[config.mk]
export PLATFORM = sky130hd
export DESIGN_NAME = float_copro_ctrl
export DESIGN_NICKNAME = d
export VERILOG_FILES = /design/src/rtl/float_pack.sv /design/src/rtl/float_exec_unit.sv /design/src/rtl/float_copro_ctrl.sv
export SDC_FILE = /design/constraint.sdc
export NUM_CORES = 2
export LEC_CHECK = 0
export CORE_MARGIN = 1
export CORE_UTILIZATION = 43
export CTS_BUF_LIST = sky130_fd_sc_hd__clkbuf_4 sky130_fd_sc_hd__clkbuf_8 sky130_fd_sc_hd__clkbuf_16
export CTS_CLUSTER_DIAMETER = 100
export CTS_CLUSTER_SIZE = 8
export DETAILED_ROUTE_END_ITERATION = 8
export SLEW_MARGIN = 20
export SYNTH_ARGS = -nofsm -noshare
export SYNTH_HDL_FRONTEND = slang
export SYNTH_SLANG_ARGS = --single-unit
[constraint.sdc]
create_clock -name clk -period 35.6 [get_ports clk]
set_input_delay 3.56 -clock clk [delete_from_list [all_inputs] [get_ports clk]]
set_output_delay 3.56 -clock clk [all_outputs]
set_load 0.05 [all_outputs]
[src/rtl/float_pack.sv]
// float_pack: shared definitions for the floating-point coprocessor.
//   - float      : internal reduced format {sign, Ne-bit exponent, Nm-bit mantissa}, no
//                  denormals, no inf/NaN; exponent 0 encodes zero
//   - float_ieee : IEEE-754 single-precision layout
//   - conversion : to_float (IEEE -> internal), to_ieee (internal -> IEEE)
//   - arithmetic : float_add, float_sub, float_mul (truncating, saturating)
//   - copro_op_t / copro_state_t : controller opcode and state enums
//   - copro_op_legal : opcode legality; opcodes 3..5 are legal only with FLOAT_COPRO_ACC_EN
package float_pack;

    localparam int Ne      = 7;
    localparam int Nm      = 16;
    localparam int Bias    = (1 << (Ne - 1)) - 1;
    localparam int EmaxInt = (1 << Ne) - 1;
    localparam int Pw      = 2 * Nm + 2;

    typedef struct packed {
        logic          sign;
        logic [Ne-1:0] exp;
        logic [Nm-1:0] mant;
    } float;

    typedef struct packed {
        logic        sign;
        logic [7:0]  exp;
        logic [22:0] mant;
    } float_ieee;

    typedef enum logic [2:0] {
        OpAdd    = 3'd0,
        OpSub    = 3'd1,
        OpMul    = 3'd2,
        OpAccAdd = 3'd3,
        OpAccRd  = 3'd4,
        OpAccClr = 3'd5
    } copro_op_t;

    typedef enum logic [1:0] {
        CoproIdle = 2'd0,
        CoproExec = 2'd1,
        CoproDone = 2'd2
    } copro_state_t;

    localparam float FloatMax = {1'b0, {Ne{1'b1}}, {Nm{1'b1}}};

    function automatic logic copro_op_legal(logic [10:0] opcode);
        if (opcode[10:3] != 8'd0) return 1'b0;
`ifdef FLOAT_COPRO_ACC_EN
        return opcode[2:0] <= 3'd5;
`else
        return opcode[2:0] <= 3'd2;
`endif
    endfunction

    // Denormals and values below the smallest internal normal flush to zero; values beyond
    // the internal range (and inf/NaN) saturate to the largest finite value, sign kept.
    function automatic float to_float(float_ieee x);
        float r;
        int   e;
        r = '0;
        e = int'(x.exp) - 127 + Bias;
        if (x.exp == 8'd0) begin
            r = '0;
        end else if (x.exp == 8'hff || e > EmaxInt) begin
            r      = FloatMax;
            r.sign = x.sign;
        end else if (e > 0) begin
            r.sign = x.sign;
            r.exp  = Ne'(e);
            r.mant = x.mant[22 -: Nm];
        end
        return r;
    endfunction

    function automatic float_ieee to_ieee(float x);
        float_ieee r;
        r = '0;
        if (x.exp != '0) begin
            r.sign = x.sign;
            r.exp  = 8'(int'(x.exp) - Bias + 127);
            r.mant = {x.mant, {(23 - Nm){1'b0}}};
        end
        return r;
    endfunction

    function automatic float float_add(float a, float b);
        float          hi, lo, r;
        logic [Nm+1:0] sig_hi, sig_lo, sum;
        int            e;
        r = '0;
        if (a.exp == '0) return b;
        if (b.exp == '0) return a;
        if ({a.exp, a.mant} >= {b.exp, b.mant}) begin
            hi = a;
            lo = b;
        end else begin
            hi = b;
            lo = a;
        end
        e      = int'(hi.exp);
        sig_hi = {2'b01, hi.mant};
        sig_lo = {2'b01, lo.mant} >> (hi.exp - lo.exp);
        if (hi.sign == lo.sign) begin
            sum = sig_hi + sig_lo;
            if (sum[Nm+1]) begin
                sum = sum >> 1;
                e   = e + 1;
            end
        end else begin
            sum = sig_hi - sig_lo;
            if (sum == '0) return '0;
            // Renormalise: at most Nm left shifts bring the leading one to bit Nm.
            for (int i = 0; i < Nm; i++) begin
                if (!sum[Nm]) begin
                    sum = sum << 1;
                    e   = e - 1;
                end
            end
        end
        if (e > EmaxInt) begin
            r      = FloatMax;
            r.sign = hi.sign;
        end else if (e > 0) begin
            r.sign = hi.sign;
            r.exp  = Ne'(e);
            r.mant = sum[Nm-1:0];
        end
        return r;
    endfunction

    function automatic float float_sub(float a, float b);
        float nb;
        nb = b;
        if (b.exp != '0) nb.sign = ~b.sign;
        return float_add(a, nb);
    endfunction

    function automatic float float_mul(float a, float b);
        float          r;
        logic [Pw-1:0] p;
        int            e;
        r = '0;
        if (a.exp == '0 || b.exp == '0) return '0;
        p = Pw'({1'b1, a.mant}) * Pw'({1'b1, b.mant});
        e = int'(a.exp) + int'(b.exp) - Bias;
        if (p[Pw-1]) begin
            e      = e + 1;
            r.mant = p[Pw-2 -: Nm];
        end else begin
            r.mant = p[Pw-3 -: Nm];
        end
        if (e > EmaxInt) begin
            r      = FloatMax;
            r.sign = a.sign ^ b.sign;
        end else if (e > 0) begin
            r.sign = a.sign ^ b.sign;
            r.exp  = Ne'(e);
        end else begin
            r = '0;
        end
        return r;
    endfunction

endpackage

[src/rtl/float_exec_unit.sv]
// float_exec_unit: shared add/sub/mul datapath followed by an EXEC_LAT-deep register pipe.
//   clk, reset : clock and synchronous active-high reset
//   op         : operation select (controller opcode)
//   a, b       : internal-format operands
//   result     : operation result, EXEC_LAT clock edges after the operands were presented
module float_exec_unit
    import float_pack::*;
#(
    parameter int unsigned EXEC_LAT = 2
) (
    input  logic      clk,
    input  logic      reset,
    input  copro_op_t op,
    input  float      a,
    input  float      b,
    output float      result
);

    float stage_d;
    float pipe_q [EXEC_LAT];

    always_comb begin
        stage_d = '0;
        unique case (op)
            OpAdd:    stage_d = float_add(a, b);
            OpSub:    stage_d = float_sub(a, b);
            OpMul:    stage_d = float_mul(a, b);
`ifdef FLOAT_COPRO_ACC_EN
            OpAccAdd: stage_d = float_add(a, b);
            OpAccRd:  stage_d = a;
`endif
            default:  stage_d = '0;
        endcase
    end

    always_ff @(posedge clk) begin
        if (reset) begin
            for (int i = 0; i < int'(EXEC_LAT); i++) pipe_q[i] <= '0;
        end else begin
            pipe_q[0] <= stage_d;
            for (int i = 1; i < int'(EXEC_LAT); i++) pipe_q[i] <= pipe_q[i-1];
        end
    end

    assign result = pipe_q[EXEC_LAT-1];

endmodule

[src/rtl/float_copro_ctrl.sv]
// float_copro_ctrl: sequencing controller between the LM32 user-instruction port and the
// floating-point execution unit. Optional accumulator opcodes under FLOAT_COPRO_ACC_EN.
//   clk, reset       : clock and synchronous active-high reset
//   user_valid       : request valid, held until user_complete
//   user_opcode      : [2:0] operation, [10:3] must be zero
//   user_operand_0/1 : IEEE single operands A and B
//   user_result      : IEEE single result, held until the next completion
//   user_complete    : one-cycle completion pulse
//   busy             : high outside IDLE
//   illegal_op       : sticky illegal-opcode flag, cleared only by reset
module float_copro_ctrl
    import float_pack::*;
#(
    parameter int unsigned EXEC_LAT = 2
) (
    input  logic        clk,
    input  logic        reset,
    input  logic        user_valid,
    input  logic [10:0] user_opcode,
    input  logic [31:0] user_operand_0,
    input  logic [31:0] user_operand_1,
    output logic [31:0] user_result,
    output logic        user_complete,
    output logic        busy,
    output logic        illegal_op
);

    localparam int unsigned     CntW    = $clog2(EXEC_LAT + 1);
    localparam logic [CntW-1:0] CntLoad = CntW'(EXEC_LAT - 1);

    localparam logic [1:0] StIdle = 2'(CoproIdle);
    localparam logic [1:0] StExec = 2'(CoproExec);
    localparam logic [1:0] StDone = 2'(CoproDone);

    logic [1:0]      state_q, state_d;
    logic [CntW-1:0] cnt_q, cnt_d;
    float            op_a_q, op_a_d;
    float            op_b_q, op_b_d;
    copro_op_t       opcode_q, opcode_d;
    logic [31:0]     result_q, result_d;
    logic            illegal_q, illegal_d;

    float unit_a, unit_b, exec_result;
    logic exec_last;

    assign exec_last = (state_q == StExec) && (cnt_q == '0);

    always_comb begin
        state_d   = state_q;
        cnt_d     = cnt_q;
        op_a_d    = op_a_q;
        op_b_d    = op_b_q;
        opcode_d  = opcode_q;
        result_d  = result_q;
        illegal_d = illegal_q;
        unique case (state_q)
            StIdle: begin
                if (user_valid) begin
                    if (copro_op_legal(user_opcode)) begin
                        state_d  = StExec;
                        cnt_d    = CntLoad;
                        op_a_d   = to_float(user_operand_0);
                        op_b_d   = to_float(user_operand_1);
                        opcode_d = copro_op_t'(user_opcode[2:0]);
                    end else begin
                        state_d   = StDone;
                        result_d  = '0;
                        illegal_d = 1'b1;
                    end
                end
            end
            StExec: begin
                if (cnt_q != '0) begin
                    cnt_d = cnt_q - CntW'(1);
                end else begin
                    state_d  = StDone;
                    result_d = to_ieee(exec_result);
                end
            end
            StDone:  state_d = StIdle;
            default: state_d = StIdle;
        endcase
    end

    always_ff @(posedge clk) begin
        if (reset) begin
            state_q   <= StIdle;
            cnt_q     <= '0;
            op_a_q    <= '0;
            op_b_q    <= '0;
            opcode_q  <= OpAdd;
            result_q  <= '0;
            illegal_q <= 1'b0;
        end else begin
            state_q   <= state_d;
            cnt_q     <= cnt_d;
            op_a_q    <= op_a_d;
            op_b_q    <= op_b_d;
            opcode_q  <= opcode_d;
            result_q  <= result_d;
            illegal_q <= illegal_d;
        end
    end

`ifdef FLOAT_COPRO_ACC_EN
    float acc_q, acc_d;

    always_comb begin
        acc_d = acc_q;
        if (exec_last) begin
            if (opcode_q == OpAccAdd) acc_d = exec_result;
            else if (opcode_q == OpAccClr) acc_d = '0;
        end
    end

    always_ff @(posedge clk) begin
        if (reset) acc_q <= '0;
        else       acc_q <= acc_d;
    end

    // The accumulator is stable for the whole EXEC period, so it can stand in for an operand.
    assign unit_a = (opcode_d == OpAccRd)  ? acc_q : op_a_d;
    assign unit_b = (opcode_d == OpAccAdd) ? acc_q : op_b_d;
`else
    assign unit_a = op_a_d;
    assign unit_b = op_b_d;
`endif

    // The unit sees the next-state operand values so its pipe starts on the accepting edge;
    // after EXEC_LAT edges the result is ready exactly when the counter expires.
    float_exec_unit #(
        .EXEC_LAT (EXEC_LAT)
    ) u_exec (
        .clk    (clk),
        .reset  (reset),
        .op     (opcode_d),
        .a      (unit_a),
        .b      (unit_b),
        .result (exec_result)
    );

    assign user_result   = result_q;
    assign user_complete = (state_q == StDone);
    assign busy          = (state_q != StIdle);
    assign illegal_op    = illegal_q;

endmodule

### Yosys cells after proc, flatten, opt, wreduce, memory -nomap -nowiden

Memory sizes are Yosys's and may differ from the RTL's.
Index checks and enable logic that the tools add are counted.
Widths: inputs -> output; s select.

* reductions and logical operators: 21
* add/subtract/negate cells: 50
* magnitude comparators: 12
* bitwise operators: 5
* shifts and indexed selects: 2
* muxes and demuxes: 497
* eq/ne operators: 13
* $mul: 1

Operators by type and width (number)
* $mux 32: 201
* $mux 17: 180
* $mux 24: 51
* $sub 32x2->32 const B: 30
* $mux 16: 10
* $gt 32x1->1 const B: 3
* $gt 32x8->1 const B: 3
* $pmux 24 s3: 1
* $pmux 32 s2: 1
* $mux 1: 41
* $add 17x18->18: 2
* $logic_not 18->1: 2
* $shr 17x7->18: 2
* $sub 17x18->18: 2
* $mul 17x17->34: 1
* $add 32x2->32 const B: 1
* $sub 32x7->32 const B: 1
* $ge 23x23->1: 1
* $add 9x7->10 const B: 2
* $gt 10x1->1 const B: 2
* $gt 10x8->1 const B: 2
* $sub 8x7->9 const B: 2
* $add 7x1->8 const B: 2
* $eq 8x8->1 const B: 2
* other kinds (32): 56

* register bits: 88
* memory bits (writable): 48
* output and inout bits: 35
* logic and storage cells: 613
* memories: 1
* input port bits: 78

Memory list
* u_exec.pipe_q: depth 2, width 24, read ports 2, clocked after memory_dff 0, write ports 2, line float_exec_unit.sv:20 `float pipe_q [EXEC_LAT];`

### Depth between registers and ports, before layout

* depth in word-level cells: 145
* gate-level depth with buffers: 125
* gate-level depth less buffers: 113

### By module

Synthesis repeated with hierarchy kept, for this count alone.

* cells, all modules: 5091
* area, all modules: 36835.3 um^2

By module, submodules not included
* float_exec_unit: area an instance 31826.8 um^2, cells an instance 4488, seq. area each 960.9 um^2, instances 1
* float_copro_ctrl: area an instance 5008.6 um^2, cells an instance 603, seq. area each 1621.6 um^2, instances 1

### Worst setup path before layout

OpenSTA, ideal clock, no wires.

* path kind: input to register
* start: input user_operand_1[23]
* end: memory u_exec.pipe_q[0][11] in the netlist's numbering
* slack: 8519 ps
* cell stages on the path: 122
* arrival: 26944 ps
* data required time: 35463 ps
* setup time: 137 ps
* path buffers: 13
* cell sequence: buf_2 inv_1 ha_1 nand2b_1 and3_1 o31ai_1 xor2_1 o2111a_1 nor2_1 o21ai_1 o21ai_0 inv_1 clkbuf_1 buf_1 ha_1 nor2_1 a221oi_1 o31a_1 [... 86 more ...] nor2_1 xnor2_1 xor2_1 nor3_1 a31oi_1 o22a_1 or4b_1 nor3_1 nand3_1 or4b_2 a41oi_1 or4b_4 nor2b_4 o32a_1 buf_2 buf_6 a21oi_2 o2111ai_1

RTL lines
* start: declaration: line float_copro_ctrl.sv:21 `input logic [31:0] user_operand_1,`
* end: declaration: line float_exec_unit.sv:20

==> run summary <==
Clock network power share - 6.4%
Average cell area after synthesis - 7.067 um^2
RSZ-0062 raised after global routing - no
CTS Buf Count - 17
R2R Setup Slk - 7.31 ns
Largest stage delay on the critical path - 0.85 ns
Unique cell type count in the Yosys netlist - 135
Leading post-synthesis cells by cell area - fa_1, ha_1, dfxtp_1, nor2_1, nand2_1
Dpl hpwl - 100300 um
I/O pin count - 113
Final Setup Violations - 0
DRC violations left - 0
PD cells - 70.79 mW/mm^2
Die area - 0.08442 mm^2
Post-route fraction of the period consumed by the critical path - 91.97%
Yosys warning total - 0
Clk Latency, worst-skew pair - 0.45 ns
Start point of the worst hold path - u_exec.pipe_q[0][9]
Run status - finished clean
Cell chosen for the clock root - clkbuf_16
Ratio of cells with drive above 1 in the final layout - 6.573%
Grt total ovfl - 0
Fraction of the mapped netlist area in adder cells - 20.33%
FMAX - 30.54 MHz
Most frequent cells after synthesis - nor2_1, nand2_1, inv_1
Relative slew margins - 18.35%
Fill count - 8519
Endpoint of the worst register-to-register path - u_exec.pipe_q[0][5]
Synthesized flop and latch total - 129
Maximum vdd ir drop - 0.00004806 V
Hold depth - 1
Overall routed net length - 127800 um
Maximum number of buffers from clock root to sink - 2
Share of the synthesized area in the top cell type - 12.58%
Standard-cell row count - 105
Relative area change from synthesis to final layout - 7.314%
Share of the yosys chip area belonging to registers - 7.213%
Input/output buffers - 91
Number of maximum-capacitance constraint violations - 0
Antenna violations before repair - 1
Placer's final routability congestion estimate - 0.9703
Share of synthesized cell area in and, or, nand and nor gates - 29.60%
Ys flop type - dfxtp_1
Fraction of power spent switching nets - 62.38%
Depth of the CTS H-tree - 4
Residual antenna-violating net count after detailed routing - 0
Post-cts sizing count - 0
Seq. cell area - 0.002582 mm^2
Portion of netlist area occupied by mux cells - 3.589%
Worst EP required - 35.89 ns
Core Footprint - 0.08224 mm^2
Biggest fanout along the worst timing path - 18
Hold Path Sink - u_exec.pipe_q[0][33]
Crit path capture type - flop
Max-slew violation total from the final report - 0
Type of origin of the critical path - input pin
Largest family of logic cells by synthesized area - simple AND/OR/NAND/NOR gates
Sequential fraction of design power - 5.3%
Number of flops mapped to enable cells by yosys - 0
Post-DR vias/cell - 6.127
Post-DR wirelength/cell - 20.92 um
Vertical die dimension - 290.6 um
Starting Density - 43.53%
Clock tree from TritonCTS - yes
Worst endpoint data arrival time - 33.03 ns
Syn Inst Count - 5066
Clock-pin transition on the worst setup and hold timing paths - 0.07 ns
Most common cell in the synthesized netlist - nor2_1
Leakage power - 0.01580 uW
Post-cts hold buffer count - 0
Core occupancy in the finished layout - 46.72%
Total area of multi-input combinational cells - 0.03079 mm^2
Internal cell power - 1023 uW
Maximum number of pins on one net before global-route repair - 70
Via count - 37421
Type of the worst min-delay path - reg -> reg
Comb pwr share - 88.3%
Slowest cell on the critical path - xnor2_1
Minimum clock period after layout - 32.74 ns
R2r startpoint - state_q[0]
Vias in the first global route - 35086
Count of buffers added by post-CTS timing repair for setup - 0
Net load switching power - 1697 uW
Setup_tns - 0 ns
Nets@finish - 5546
Most Frequent Cell on Critical Path - ha_1
Synth async-reset ratio - 0%
Total count of hold-check failures in the final report - 0
Wire length of the first global-routing pass - 201600 um
Global Route Usage Sum - 29.59%
Number of iterations in the first detailed-routing pass - 6
Post-Route Hold Slack - 0.4330 ns
Area of the mapped netlist - 0.03580 mm^2
Slew at the pin with the worst max-slew slack - 1.217 ns
Detailed router's first-iteration violation count - 3780
Synth Area in Compound Gates - 23.11%
Width of the die - 290.6 um
Type of the worst setup path - in -> reg
Clk sinks - 129
Cell type with the highest aggregate area in the netlist - fa_1
Xor and xnor area share after synthesis - 9.044%
Setup skew after layout - 0.01804 ns
Count of cells along the worst register-to-register path - 90
==> per-layer routing <==
layer | wire length, um | vias up | global-route usage (%)
li1 | - | 17843 | -
met1 | 59720 | 17827 | 43.47
met2 | 53550 | 1554 | 44.24
met3 | 11280 | 197 | 5.093
met4 | 3208 | 0 | 7.730
met5 | 0 | - | 0
==> metrics by stage <==
| step | setup slack, ns | total power (uW) | cells | instance area, um^2 |
|---|---|---|---|---|
| 2_1_floorplan | 8.519 | 1902 | 5072 | 35830 |
| 3_3_place_gp | 3.331 | 2452 | 6073 | 37810 |
| 3_5_place_dp | 3.160 | 2461 | 6073 | 37810 |
| 4_1_cts | 3.402 | 2657 | 6105 | 38400 |
| 5_1_grt | 1.334 | 2936 | 6106 | 38420 |
| 6_report | 2.859 | 2720 | 6108 | 38420 |
==> layout make-up <==
class | instances | area share [%]
clock buffers | 17 | 1.107
diodes | 2 | 0.01303
well taps | 1070 | 3.484
multi-input cells | 4297 | 80.13
flip-flops and latches | 129 | 6.721
inverters | 384 | 3.751
clock inverters | 15 | 0.4071
repair buffers | 194 | 4.386
==> registers in the layout, summed over array words and instances, names as in the netlist <==
signal,flops
user_result,25
opcode_q,3
cnt_q,2
illegal_op,1
op_a_q,24
op_b_q,24
u_exec.pipe_q,48
state_q,2
==> cell usage in the layout, fill, tap and decap left out, types with 139 or more instances in the layout <==
master,netlist,final
a21oi_1,263,263
ha_1,220,220
xnor2_1,241,238
nand3_1,178,178
inv_1,367,367
nor3_1,140,139
fa_1,225,225
o21ai_0,248,240
nand2_1,596,596
nor2_1,630,629
==> critical path: cells and delay by family <==
| family | cells | cell delay (ns) |
|---|---|---|
| AO/OA/AOI/OAI | 36 | 10.96 |
| XOR/XNOR | 7 | 2.59 |
| buffers and inverters | 5 | 1.72 |
| adder cells (fa/ha/maj) | 7 | 2.52 |
| AND/OR/NAND/NOR | 32 | 9.35 |
| multiplexers | 6 | 2.23 |
==> worst max-delay path by stage <==
stage / start / to / depth (start not counted) / slack (ns)
6_report: user_operand_1[23] / u_exec.pipe_q[0][5] / 93 / 2.86
5_1_grt: user_operand_1[23] / u_exec.pipe_q[0][5] / 93 / 1.33
4_1_cts: user_operand_1[23] / u_exec.pipe_q[0][8] / 94 / 3.40
3_5_place_dp: user_operand_1[23] / u_exec.pipe_q[0][8] / 94 / 3.16
3_3_place_gp: user_operand_1[23] / u_exec.pipe_q[0][8] / 94 / 3.33
2_1_floorplan: user_operand_1[23] / u_exec.pipe_q[0][11] / 122 / 8.52
==> power groups by stage <==
stage          sequential [uW]  combinational, uW  clock, uW
6_report                   145               2400        175
5_1_grt                    145               2610        185
4_1_cts                    145               2330        179
3_5_place_dp               148               2310          0
3_3_place_gp               148               2300          0
2_1_floorplan              148               1750          0
==> cells by family after synthesis <==
group,Yosys count
AO/OA/AOI/OAI,1206
XOR/XNOR,352
adder cells (fa/ha/maj),447
buffers and inverters,646
flip-flops,129
multiplexers,115
other,1
AND/OR/NAND/NOR,2170
Note: power is estimated with default switching activity, not from simulation.
